==> config.mk <==
export PLATFORM = sky130hd
export DESIGN_NAME = disp_wr_arbiter
export DESIGN_NICKNAME = d
export VERILOG_FILES = /design/src/rtl/disp_wr_arbiter.sv
export SDC_FILE = /design/constraint.sdc
export NUM_CORES = 1
export LEC_CHECK = 0
export ABC_CLOCK_PERIOD_IN_PS = 1500
export CELL_PAD_IN_SITES_DETAIL_PLACEMENT = 1
export CELL_PAD_IN_SITES_GLOBAL_PLACEMENT = 1
export CORE_MARGIN = 5
export CORE_UTILIZATION = 25
export CTS_CLUSTER_SIZE = 10
export DETAILED_ROUTE_END_ITERATION = 6
export PLACE_DENSITY_LB_ADDON = 0.08
export SYNTH_ARGS = -nofsm -noshare
export SYNTH_HDL_FRONTEND = slang
export SYNTH_SLANG_ARGS = --single-unit
export TNS_END_PERCENT = 1
==> constraint.sdc <==
create_clock -name clk -period 1.5 [get_ports clk]
set_input_delay 0.375 -clock clk [delete_from_list [all_inputs] [get_ports clk]]
set_output_delay 0.375 -clock clk [all_outputs]
set_load 0.005 [all_outputs]
==> src/rtl/disp_wr_arbiter.sv <==
// disp_wr_arbiter: round-robin display RAM write-port arbiter with whole-screen fill engine.
// Fill engine and FILL state are compiled in only when DISP_ARB_FILL_EN is defined.
package disp_wr_arbiter_pkg;
    localparam int ADDR_W = 12;
    localparam int DATA_W = 16;
    typedef logic [ADDR_W-1:0] disp_addr_t;
    typedef logic [DATA_W-1:0] disp_data_t;
endpackage

module disp_wr_arbiter
    import disp_wr_arbiter_pkg::*;
#(
    parameter int NUM_REQ    = 2,
    parameter int DISP_WORDS = 2400
) (
    input  logic                     clk,
    input  logic                     reset_i,
    input  logic       [NUM_REQ-1:0] req_valid_i,
    input  disp_addr_t [NUM_REQ-1:0] req_addr_i,
    input  disp_data_t [NUM_REQ-1:0] req_data_i,
    output logic       [NUM_REQ-1:0] req_ready_o,
    input  logic                     fill_start_i,
    input  disp_data_t               fill_data_i,
    output logic                     fill_busy_o,
    output logic                     wr_en_o,
    output disp_addr_t               wr_addr_o,
    output disp_data_t               wr_data_o,
    output logic       [1:0]         wr_src_o
);
    logic [1:0] ptr_q, ptr_d, gidx;
    logic       any, fill_blk;
    disp_addr_t sel_addr;
    disp_data_t sel_data;
    logic       wr_en_q;
    disp_addr_t wr_addr_q;
    disp_data_t wr_data_q;
    logic [1:0] wr_src_q;

    function automatic int wrap(input int s);
        return (s >= NUM_REQ) ? s - NUM_REQ : s;
    endfunction

    // Scan from the highest offset down so the last hit is the first valid at or after ptr_q.
    always_comb begin
        any = 1'b0;
        gidx = '0;
        sel_addr = '0;
        sel_data = '0;
        for (int i = NUM_REQ - 1; i >= 0; i--) begin
            if (req_valid_i[wrap(int'(ptr_q) + i)]) begin
                any = 1'b1;
                gidx = 2'(wrap(int'(ptr_q) + i));
                sel_addr = req_addr_i[wrap(int'(ptr_q) + i)];
                sel_data = req_data_i[wrap(int'(ptr_q) + i)];
            end
        end
    end

    assign ptr_d = (gidx == 2'(NUM_REQ - 1)) ? 2'd0 : gidx + 2'd1;
    assign req_ready_o = (reset_i || fill_blk || !any) ? '0 : {{(NUM_REQ-1){1'b0}}, 1'b1} << gidx;

`ifdef DISP_ARB_FILL_EN
    typedef enum logic {ARB, FILL} state_t;
    localparam int CW = (DISP_WORDS > 1) ? $clog2(DISP_WORDS) : 1;
    localparam logic [CW-1:0] LAST = CW'(DISP_WORDS - 1);
    state_t        state_q;
    logic [CW-1:0] cnt_q;
    assign fill_blk = (state_q == FILL) || fill_start_i;
    assign fill_busy_o = (state_q == FILL);
`else
    logic unused_fill;
    assign unused_fill = ^{fill_start_i, fill_data_i};
    assign fill_blk = 1'b0;
    assign fill_busy_o = 1'b0;
`endif

    // Address 0 is written on the start edge, so cnt_q tracks the address currently on the bus.
    always_ff @(posedge clk) begin
        if (reset_i) begin
`ifdef DISP_ARB_FILL_EN
            state_q <= ARB;
            cnt_q <= '0;
`endif
            ptr_q <= '0;
            wr_en_q <= 1'b0;
            wr_addr_q <= '0;
            wr_data_q <= '0;
            wr_src_q <= '0;
        end
`ifdef DISP_ARB_FILL_EN
        else if (state_q == FILL) begin
            wr_src_q <= '0;
            if (cnt_q == LAST) begin
                state_q <= ARB;
                wr_en_q <= 1'b0;
            end else begin
                cnt_q <= cnt_q + 1'b1;
                wr_en_q <= 1'b1;
                wr_addr_q <= ADDR_W'(cnt_q + 1'b1);
            end
        end else if (fill_start_i) begin
            state_q <= FILL;
            cnt_q <= '0;
            wr_en_q <= 1'b1;
            wr_addr_q <= '0;
            wr_data_q <= fill_data_i;
            wr_src_q <= '0;
        end
`endif
        else begin
            wr_en_q <= any;
            if (any) begin
                wr_addr_q <= sel_addr;
                wr_data_q <= sel_data;
                wr_src_q <= gidx;
                ptr_q <= ptr_d;
            end
        end
    end

    assign wr_en_o = wr_en_q;
    assign wr_addr_o = wr_addr_q;
    assign wr_data_o = wr_data_q;
    assign wr_src_o = wr_src_q;
endmodule

### Word level (Yosys, flattened, before mapping)

Cells that the tools add are included.

| word-level totals | value |
|---|---|
| register bits after elaboration | 33 |
| latch bits | 0 |
| bits in writable memories | 0 |
| ROM bits | 0 |
| input port bits | 77 |
| output and inout port bits | 34 |
| word-level logic and storage cells | 47 |
| memories | 0 |

| cells by class | value |
|---|---|
| $add $sub $neg | 4 |
| multiply operators | 0 |
| div/mod/pow operators | 0 |
| $lt $le $gt $ge | 4 |
| equality and inequality tests | 1 |
| shift operators | 1 |
| multiplexer cells | 30 |
| bitwise operators | 0 |
| reductions and logical operators | 2 |

Operators by type and width:

| cell | number |
|---|---|
| 2-to-1 mux 16 bit | 8 |
| 2-to-1 mux 12 bit | 8 |
| less-than comparator 32 x 3 -> 1 bit (second input constant) | 2 |
| 2-to-1 mux 32 bit | 2 |
| 2-to-1 mux 1 bit | 8 |
| 2-to-1 mux 2 bit | 4 |
| subtractor 3 x 2 -> 4 bit (second input constant) | 1 |
| adder 2 x 1 -> 3 bit (second input constant) | 1 |
| greater-or-equal comparator 3 x 2 -> 1 bit (second input constant) | 1 |
| subtractor 2 x 2 -> 3 bit (second input constant) | 1 |
| adder 2 x 1 -> 2 bit (second input constant) | 1 |
| == test 2 x 1 -> 1 bit (second input constant) | 1 |
| greater-or-equal comparator 2 bit (second input constant) | 1 |
| left shift 1 x 2 -> 2 bit (first input constant) | 1 |
| zero test 1 bit | 1 |
| logical OR 1 bit | 1 |

### Logic depth before layout (Yosys ltp)

Gate-level depths: netlist (run 1).

| logic depth | value |
|---|---|
| word-level depth | 11 |
| gate-level depth with buffers | 5 |
| depth with buffers taken out | 3 |

### Least setup slack after synthesis (run 1)

Ideal clock, no wire load.

| path | value |
|---|---|
| path kind | in2out |
| start point | input reset_i |
| end point | output req_ready_o[0] |
| arrival time | 0.996 ns |
| data required time | 1.125 ns |
| path slack | 0.129 ns |
| cell stages on the path | 3 |
| buffers on the path | 2 |
| cells stage by stage | buf_2 > clkbuf_1 > and3b_1 |

| on the way | value |
|---|---|
| cells in the longest elaborated chain, start to end | 2 |

Ends and longest elaborated chain:

| element | line | RTL |
|---|---|---|
| from (decl) | 17 | `input logic reset_i,` |
| logical OR 1 bit | 60 | `assign req_ready_o = (reset_i \|\| fill_blk \|\| !any) ? '0 : {{(NUM_REQ-1){1'b0}}, 1'b1} << gidx;` |
| 2-to-1 mux 2 bit | 60 |  |
| to (decl) | 21 | `output logic [NUM_REQ-1:0] req_ready_o,` |

Every way passes these cells.

### Final worst setup path (run 1)

| path | value |
|---|---|
| start point | input req_valid_i[0] |
| end point | output req_ready_o[1] |

| on the way | value |
|---|---|
| cells in the longest elaborated chain, start to end | 8 |
| elaborated cells between the ends (all ways) | 14 |
| classes of those cells | shift: 1; mux: 11; reduce/logical: 2 |

Ends and longest elaborated chain:

| element | line | RTL |
|---|---|---|
| from (decl) | 18 | `input logic [NUM_REQ-1:0] req_valid_i,` |
| 2-to-1 mux 1 bit (implied by the code) (3 in series) | 50 | `if (req_valid_i[wrap(int'(ptr_q) + i)]) begin` |
| 2-to-1 mux 1 bit (2 in series) | 50 |  |
| zero test 1 bit | 60 |  |
| logical OR 1 bit | 60 |  |
| 2-to-1 mux 2 bit (*) | 60 |  |

Mark *: on every way between the ends. The rest lies on a longest branch, timed or not. The select of a mux whose other input is x is not followed.

==> results of run 1 <==
[final timing paths]
check,start,endpoint,depth (start not counted)
hold / removal,wr_src_o[0],wr_src_o[0],2
setup / recovery,req_valid_i[0],req_ready_o[1],5
setup reg to reg,ptr_q[0],wr_addr_o[2],4
hold reg to reg,wr_src_o[0],wr_src_o[0],2
[cells in the mapped netlist]
cell / count / area, um2
sky130_fd_sc_hd__a21oi_1: 24 / 120
sky130_fd_sc_hd__a31oi_1: 24 / 150
sky130_fd_sc_hd__and3_1: 1 / 6.26
sky130_fd_sc_hd__and3b_1: 1 / 8.76
sky130_fd_sc_hd__buf_2: 10 / 50.1
sky130_fd_sc_hd__buf_4: 6 / 45.0
sky130_fd_sc_hd__buf_6: 3 / 33.8
sky130_fd_sc_hd__clkbuf_1: 4 / 15.0
sky130_fd_sc_hd__conb_1: 1 / 3.75
sky130_fd_sc_hd__dfxtp_1: 33 / 661
sky130_fd_sc_hd__inv_1: 23 / 86.3
sky130_fd_sc_hd__nand2_2: 1 / 6.26
sky130_fd_sc_hd__nand2_4: 2 / 22.5
sky130_fd_sc_hd__nand2b_1: 1 / 6.26
sky130_fd_sc_hd__nor2_1: 33 / 124
sky130_fd_sc_hd__nor2b_1: 1 / 6.26
sky130_fd_sc_hd__nor3_1: 6 / 30.0
sky130_fd_sc_hd__o21ai_0: 2 / 10.0
sky130_fd_sc_hd__o21bai_1: 1 / 7.51
sky130_fd_sc_hd__o221a_1: 20 / 225
sky130_fd_sc_hd__o221a_2: 8 / 90.1
[final cells by class]
| class | count | area (um2) |
|---|---|---|
| tap | 80 | 100 |
| clock buffer | 5 | 68.8 |
| timing repair buffer | 102 | 963 |
| fill | 823 | 3940 |
| inverter | 23 | 86.3 |
| multi-input combinational | 126 | 827 |
| clock inverter | 3 | 65.1 |
| sequential | 33 | 671 |
[registers in the layout, indices dropped and copies added (netlist names)]
signal     cells
wr_src_o       2
wr_addr_o     12
ptr_q          2
wr_data_o     16
wr_en_o        1
[worst max-delay path: stages]
cell and delay (ns):
sky130_fd_sc_hd__dlygate4sd2_1 0.30, sky130_fd_sc_hd__nand2b_4 0.10, sky130_fd_sc_hd__nand2_2 0.06, sky130_fd_sc_hd__nor2_2 0.07, sky130_fd_sc_hd__buf_2 0.11
[layer usage]
layer	track usage	routed length, um	up-vias
li1	-	-	911
met1	0.179	2730	849
met2	0.236	2940	50
met3	0.0414	336	4
met4	0.0366	53	0
met5	0	0	-
[cell families (layout without fill, tap and decap cells)]
group	count (synthesis)	after routing	share of synthesized area
AO/OA/AOI/OAI	79	79	0.353
buffers and inverters	46	133	0.135
flip-flops	33	33	0.387
other	1	1	0.00220
AND/OR/NAND/NOR	46	46	0.123
[through the flow]
step | hold slack (ns) | instance area (um2)
2_1_floorplan | 0.470 | 1710
3_3_place_gp | 0.527 | 2670
3_5_place_dp | 0.537 | 2670
4_1_cts | 0.545 | 2780
5_1_grt | 0.568 | 2780
6_report | 0.540 | 2780
[what timing repair did]
item / CTS / global route
pin swaps: 0 / 1
resized for setup: 46 / 5
hold buffers: 0 / 0
endpoints found under the setup margin: 61 / 5
endpoints found under the hold margin: 0 / 0
gates cloned: 0 / 0
[power groups by stage]
| stage | registers [uW] | logic, uW | clock network, uW |
|---|---|---|---|
| 2_1_floorplan | 1010 | 274 | 0 |
| 3_3_place_gp | 1000 | 625 | 0 |
| 3_5_place_dp | 1000 | 632 | 0 |
| 4_1_cts | 986 | 593 | 1060 |
| 5_1_grt | 994 | 642 | 1090 |
| 6_report | 985 | 582 | 1020 |
==> metrics.md, run 1 <==
| Metric | Value |
|---|---|
| Status | `complete, no violations` |
| LEAKAGE | `0.00128 uW` |
| Worst IR Drop VDD | `0.332 mV` |
| Total wire length after detailed routing | `around 6000 um` |
| Synth-to-layout area growth | `62.9%` |
| Height of the die | `92.7 um` |
| Num ports | `~110` |
| Antenna Nets Post-Route | `0` |
| Fraction of final layout cells sized beyond drive strength 1 | `0.144` |
| Max-cap viol count | `0` |
| Clock power frac | `0.394` |
| First-pass GRT wire length | `9780 um` |
| H-tree depth reported by CTS | `2` |
| Per-instance average area after synthesis | `8.33 um2` |
| Via count | `1814` |
| HPWL Detailed | `between 4000 and 5000 um` |
| Achievable clock frequency | `between 700 and 800 MHz` |
| CP Class | `in2out` |
| Cell count after synthesis | `205` |
| Type of origin of the critical path | `primary input` |
| Internal portion of total power | `about 1900 uW` |
| Final total power | `approximately 2600 uW` |
| Final hold viol count | `0` |
| Min setup slack post-route | `0.105 ns` |
| Setup Fix Bufs, Post-CTS | `0` |
| Post-Place Worst Slack | `-0.549 ns` |
| Arrival time of the worst setup path | `1.02 ns` |
| NetSw | `644 uW` |
| Gpl congestion | `0.764` |
| Tot GR Track Use | `0.141` |
| Non-filler instance count after layout | `between 300 and 400` |
| Final critical delay including setup and external delays | `1.40 ns` |
| Most frequent cells in the layout | `sky130_fd_sc_hd__clkdlybuf4s50_1 (56), sky130_fd_sc_hd__nor2_1 (32), sky130_fd_sc_hd__dlygate4sd2_1 (30)` |
| Clock Tree Root | `sky130_fd_sc_hd__clkbuf_8` |
| RSZ-0062 raised after global routing | `false` |
| Share of the yosys chip area belonging to registers | `0.387` |
| Vias/cell | `around 4.9` |
| Share of power burned in combinational logic | `0.225` |
| X dimension of the die | `~93 um` |
| Commonest non-fill, non-tap cell in the layout | `sky130_fd_sc_hd__clkdlybuf4s50_1` |
| Crit. End Element | `output port` |
| Worst-skew pair later-pin latency | `0.29 ns` |
| Yosys cell types | `21` |
| Worst hold-check path type | `reg2reg` |
| Count of standard-cell rows | `30` |
| Maximum number of pins on one net before global-route repair | `48` |
| Warning count from the yosys run | `0` |
| Clock buffers created by TritonCTS | `5` |
| Setup-violating endpoint count in the final report | `0` |
| Post-synth design cell area | `0.00171 mm2` |
| Number of clock sinks | `33` |
| Count of final max-slew check failures | `0` |
| Worst setup skew after layout | `about 0.0042 ns` |
| Number of instances in the placed design | `around 360` |
| Buffer levels on the longest clock path | `2` |
| Ant. Diodes | `0` |
| Clock tree from TritonCTS | `yes` |
| Crit share post-route | `0.930` |
| Total overflow reported by the global router | `0` |
| Sequential Power Share | `0.381` |
| Antenna violations before repair | `0` |
| Final layout net count | `368` |
| Port-buffer cells | `between 90 and 100` |
| Drt initial violations | `60` |
| Wirelength per Cell | `16.3 um` |
| Clock slew at reported path FFs | `0.07 ns` |
| Worst EP required | `1.12 ns` |
| #FFs+latches synth | `33` |
| Total iterations of the first detailed-routing run | `4` |
| Post-route DRC violation count | `0` |
| Pwr/cell area | `929 mW/mm2` |
| Effective utilization at floorplan | `0.254` |
| Die area | `0.00858 mm2` |
| Core outline area | `0.00672 mm2` |
| Setup slack on the worst flop-to-flop path | `0.12 ns` |
| Sum of negative setup slack | `0 ns` |
| Core occupancy in the finished layout | `0.414` |
| Number of nets produced by synthesis | `282` |
| Via count of the first global-routing pass | `1905` |
| Crit Path Max Fanout | `5` |
| Switching power share of the total | `0.249` |
Power figures use the tool's default switching activity.
==> inputs of run 2 (changes only) <==
- CORE_ASPECT_RATIO: unset -> 0.5
==> run 2 against run 1 <==
  * Setup slack worse by 0.071 ns
  * Cell count up 3.8%
  * Design area up 2.7%
  * Clock skew up 0.0012 ns
  * Clock-buffer cell count up 1
  * Combinational power up 4.6%
  * Die area up 1.2%
  * Hold slack worse by 0.070 ns
  * Critical path depth down 4
  * Non-clock buffer count up 2
  * Power down 0.38%
  * Highest routed layer unchanged
==> metrics.md, run 2 (synthesis gave the netlist of run 1 again) <==
| Metric | Value |
|---|---|
| Status | `complete, no violations` |
| Layout Cell Area excl Fill | `0.00286 mm2 (+2.7%)` |
| Met1 Usage GRT | `0.180 (+0.00123)` |
| HPWL Detailed | `4320 um (+4.7%)` |
| H-tree depth reported by CTS | `2 (unchanged)` |
| Crit share post-route | `0.978 (+0.0476)` |
| Crit. End Element | `output port` |
| Num ports | `111 (unchanged)` |
| First-pass GRT wire length | `9620 um (-1.6%)` |
| Via count of the first global-routing pass | `1948 (+2.3%)` |
| Post-Place Worst Slack | `-0.483 ns (+0.0659 ns)` |
| Antenna Nets Post-Route | `0 (unchanged)` |
| Max-cap viol count | `0 (unchanged)` |
| CTS hold repair buffers | `0 (unchanged)` |
| Tot GR Track Use | `0.140 (-0.00107)` |
| Worst-skew pair later-pin latency | `0.27 ns (-0.02 ns)` |
| Buffer levels on the longest clock path | `2 (unchanged)` |
| Wirelength per Cell | `15.7 um (-3.6%)` |
| Setup-violating endpoint count in the final report | `0 (unchanged)` |
| Number of flip-flops in the largest register | `16 (unchanged)` |
| Count of final max-slew check failures | `0 (unchanged)` |
| WHS | `0.469 ns (-0.0704 ns)` |
| Pwr/cell area | `902 mW/mm2 (-3.0%)` |
| Crit Path Max Fanout | `2 (-3)` |
| Maximum number of pins on one net before global-route repair | `36 (-25%)` |
| Ant. Diodes | `0 (unchanged)` |
| Global routing's busiest layer | `met2` |
| Via count | `1830 (+0.88%)` |
| CP Class | `reg2out` |
| Drt initial violations | `74 (+23%)` |
| Achievable clock frequency | `682 MHz (-4.9%)` |
| Arrival time of the worst setup path | `1.09 ns (+0.07 ns)` |
| Commonest non-fill, non-tap cell in the layout | `sky130_fd_sc_hd__clkdlybuf4s50_1` |
| Worst path bufs/invs | `1 (-1)` |
| Clock tree from TritonCTS | `yes` |
| Number of instances in the placed design | `378 (+3.8%)` |
| Gpl congestion | `0.721 (-5.6%)` |
| Final critical delay including setup and external delays | `1.47 ns (+0.0714 ns)` |
| Worst EP required | `1.12 ns (about the same)` |
| Height of the die | `68.4 um (-26%)` |
| Min setup slack post-route | `0.0334 ns (-0.0714 ns)` |
| Max stage delay on crit path | `0.50 ns (+0.20 ns)` |
| Post-route DRC violation count | `0 (unchanged)` |
| Die area | `0.00868 mm2 (+1.2%)` |
| Total iterations of the first detailed-routing run | `4 (unchanged)` |
| Fraction of final layout cells sized beyond drive strength 1 | `0.119 (-0.0248)` |
| Clock slew at reported path FFs | `0.05 ns (-0.02 ns)` |
| X dimension of the die | `127 um (+37%)` |
| Total overflow reported by the global router | `0 (unchanged)` |
| Type of origin of the critical path | `flip-flop` |
| Core outline area | `0.00665 mm2 (-1.1%)` |
| Final hold viol count | `0 (unchanged)` |
| Most frequent cells in the layout | `sky130_fd_sc_hd__clkdlybuf4s50_1 (61), sky130_fd_sc_hd__nor2_1 (33), sky130_fd_sc_hd__dfxtp_1 (32)` |
| Ordered list of cells on the worst path | `clkdlybuf4s50_1` |
| Clock buffers created by TritonCTS | `5 (unchanged)` |
| Number of clock sinks | `33 (unchanged)` |
| Met2 routing resource usage after global routing | `0.224 (-0.0120)` |
| RSZ-0062 raised after global routing | `false` |
| Port-buffer cells | `92 (unchanged)` |
| Met3 Use GR | `0.0600 (+0.0186)` |
| Worst setup skew after layout | `0.00544 ns (+0.00121 ns)` |
| Vias/cell | `4.74 (-2.8%)` |
| Non-filler instance count after layout | `386 (+3.8%)` |
| Worst IR Drop VDD | `0.475 mV (+43%)` |
| Effective utilization at floorplan | `0.257 (+0.00273)` |
| Count of standard-cell rows | `21 (-30%)` |
| Worst hold-check path type | `in2reg` |
| Post-placement cell area | `0.00270 mm2 (+1.1%)` |
| Clock Tree Root | `sky130_fd_sc_hd__clkbuf_16` |
| LEAKAGE | `0.00139 uW (+9.0%)` |
| Antenna violations before repair | `0 (unchanged)` |
| Synth-to-layout area growth | `67.3%` |
| Total wire length after detailed routing | `6060 um (unchanged)` |
| Critical Path Slowest Stage Cell | `sky130_fd_sc_hd__clkdlybuf4s50_1` |
| Final layout net count | `370 (+0.54%)` |
| Core occupancy in the finished layout | `0.430 (+0.0157)` |
| Family with the most delay on the worst path | `buffers and inverters` |
-- run 2: final timing paths --
kind / from / to / slack [ns] / cells after the start
worst min register to register: wr_src_o[0] / wr_src_o[0] / 0.54 / 2
worst max-delay path: wr_data_o[0] / wr_data_o[0] / 0.03 / 1
worst max register to register: ptr_q[0] / wr_data_o[9] / 0.19 / 5
worst min-delay path: req_valid_i[1] / wr_src_o[1] / 0.47 / 3
-- run 2: area by class of cell --
type	instances	area, um2
Fill cell	788	3790
Timing Repair Buffer	104	1030
Multi-Input combinational cell	126	825
Sequential cell	33	662
Clock buffer	6	129
Tap cell	92	115
Inverter	23	86.3
Clock inverter	2	10.0
-- run 2: repair_timing --
action	CTS	global route
pin swaps	1	0
buffers inserted	0	0
endpoints found under the setup margin	42	22
gates resized for setup	20	18
-- run 2: metrics by stage --
step / TNS [ns] / total power [uW]
2_1_floorplan: 0 / 1280
3_3_place_gp: -13.20 / 1630
3_5_place_dp: -13.88 / 1650
4_1_cts: 0 / 2620
5_1_grt: 0 / 2720
6_report: 0 / 2580
-- run 2: power breakdown --
part | internal (uW) | total [uW] | switching [uW]
Sequential | 950 | 984 | 34.8
Clock | 609 | 982 | 373
Combinational | 354 | 609 | 255
-- run 2: layer usage --
metal / up-vias / wire length [um]
met1: 857 / 2930
met2: 53 / 2660
li1: 918 / -
met5: - / 0
met3: 2 / 450
met4: 0 / 14
==> inputs of run 3 (changes only) <==
- GPL_ROUTABILITY_DRIVEN: unset -> 0
==> results of run 3 <==
The final DEF is identical to that of run 2; final timing and power are the same.
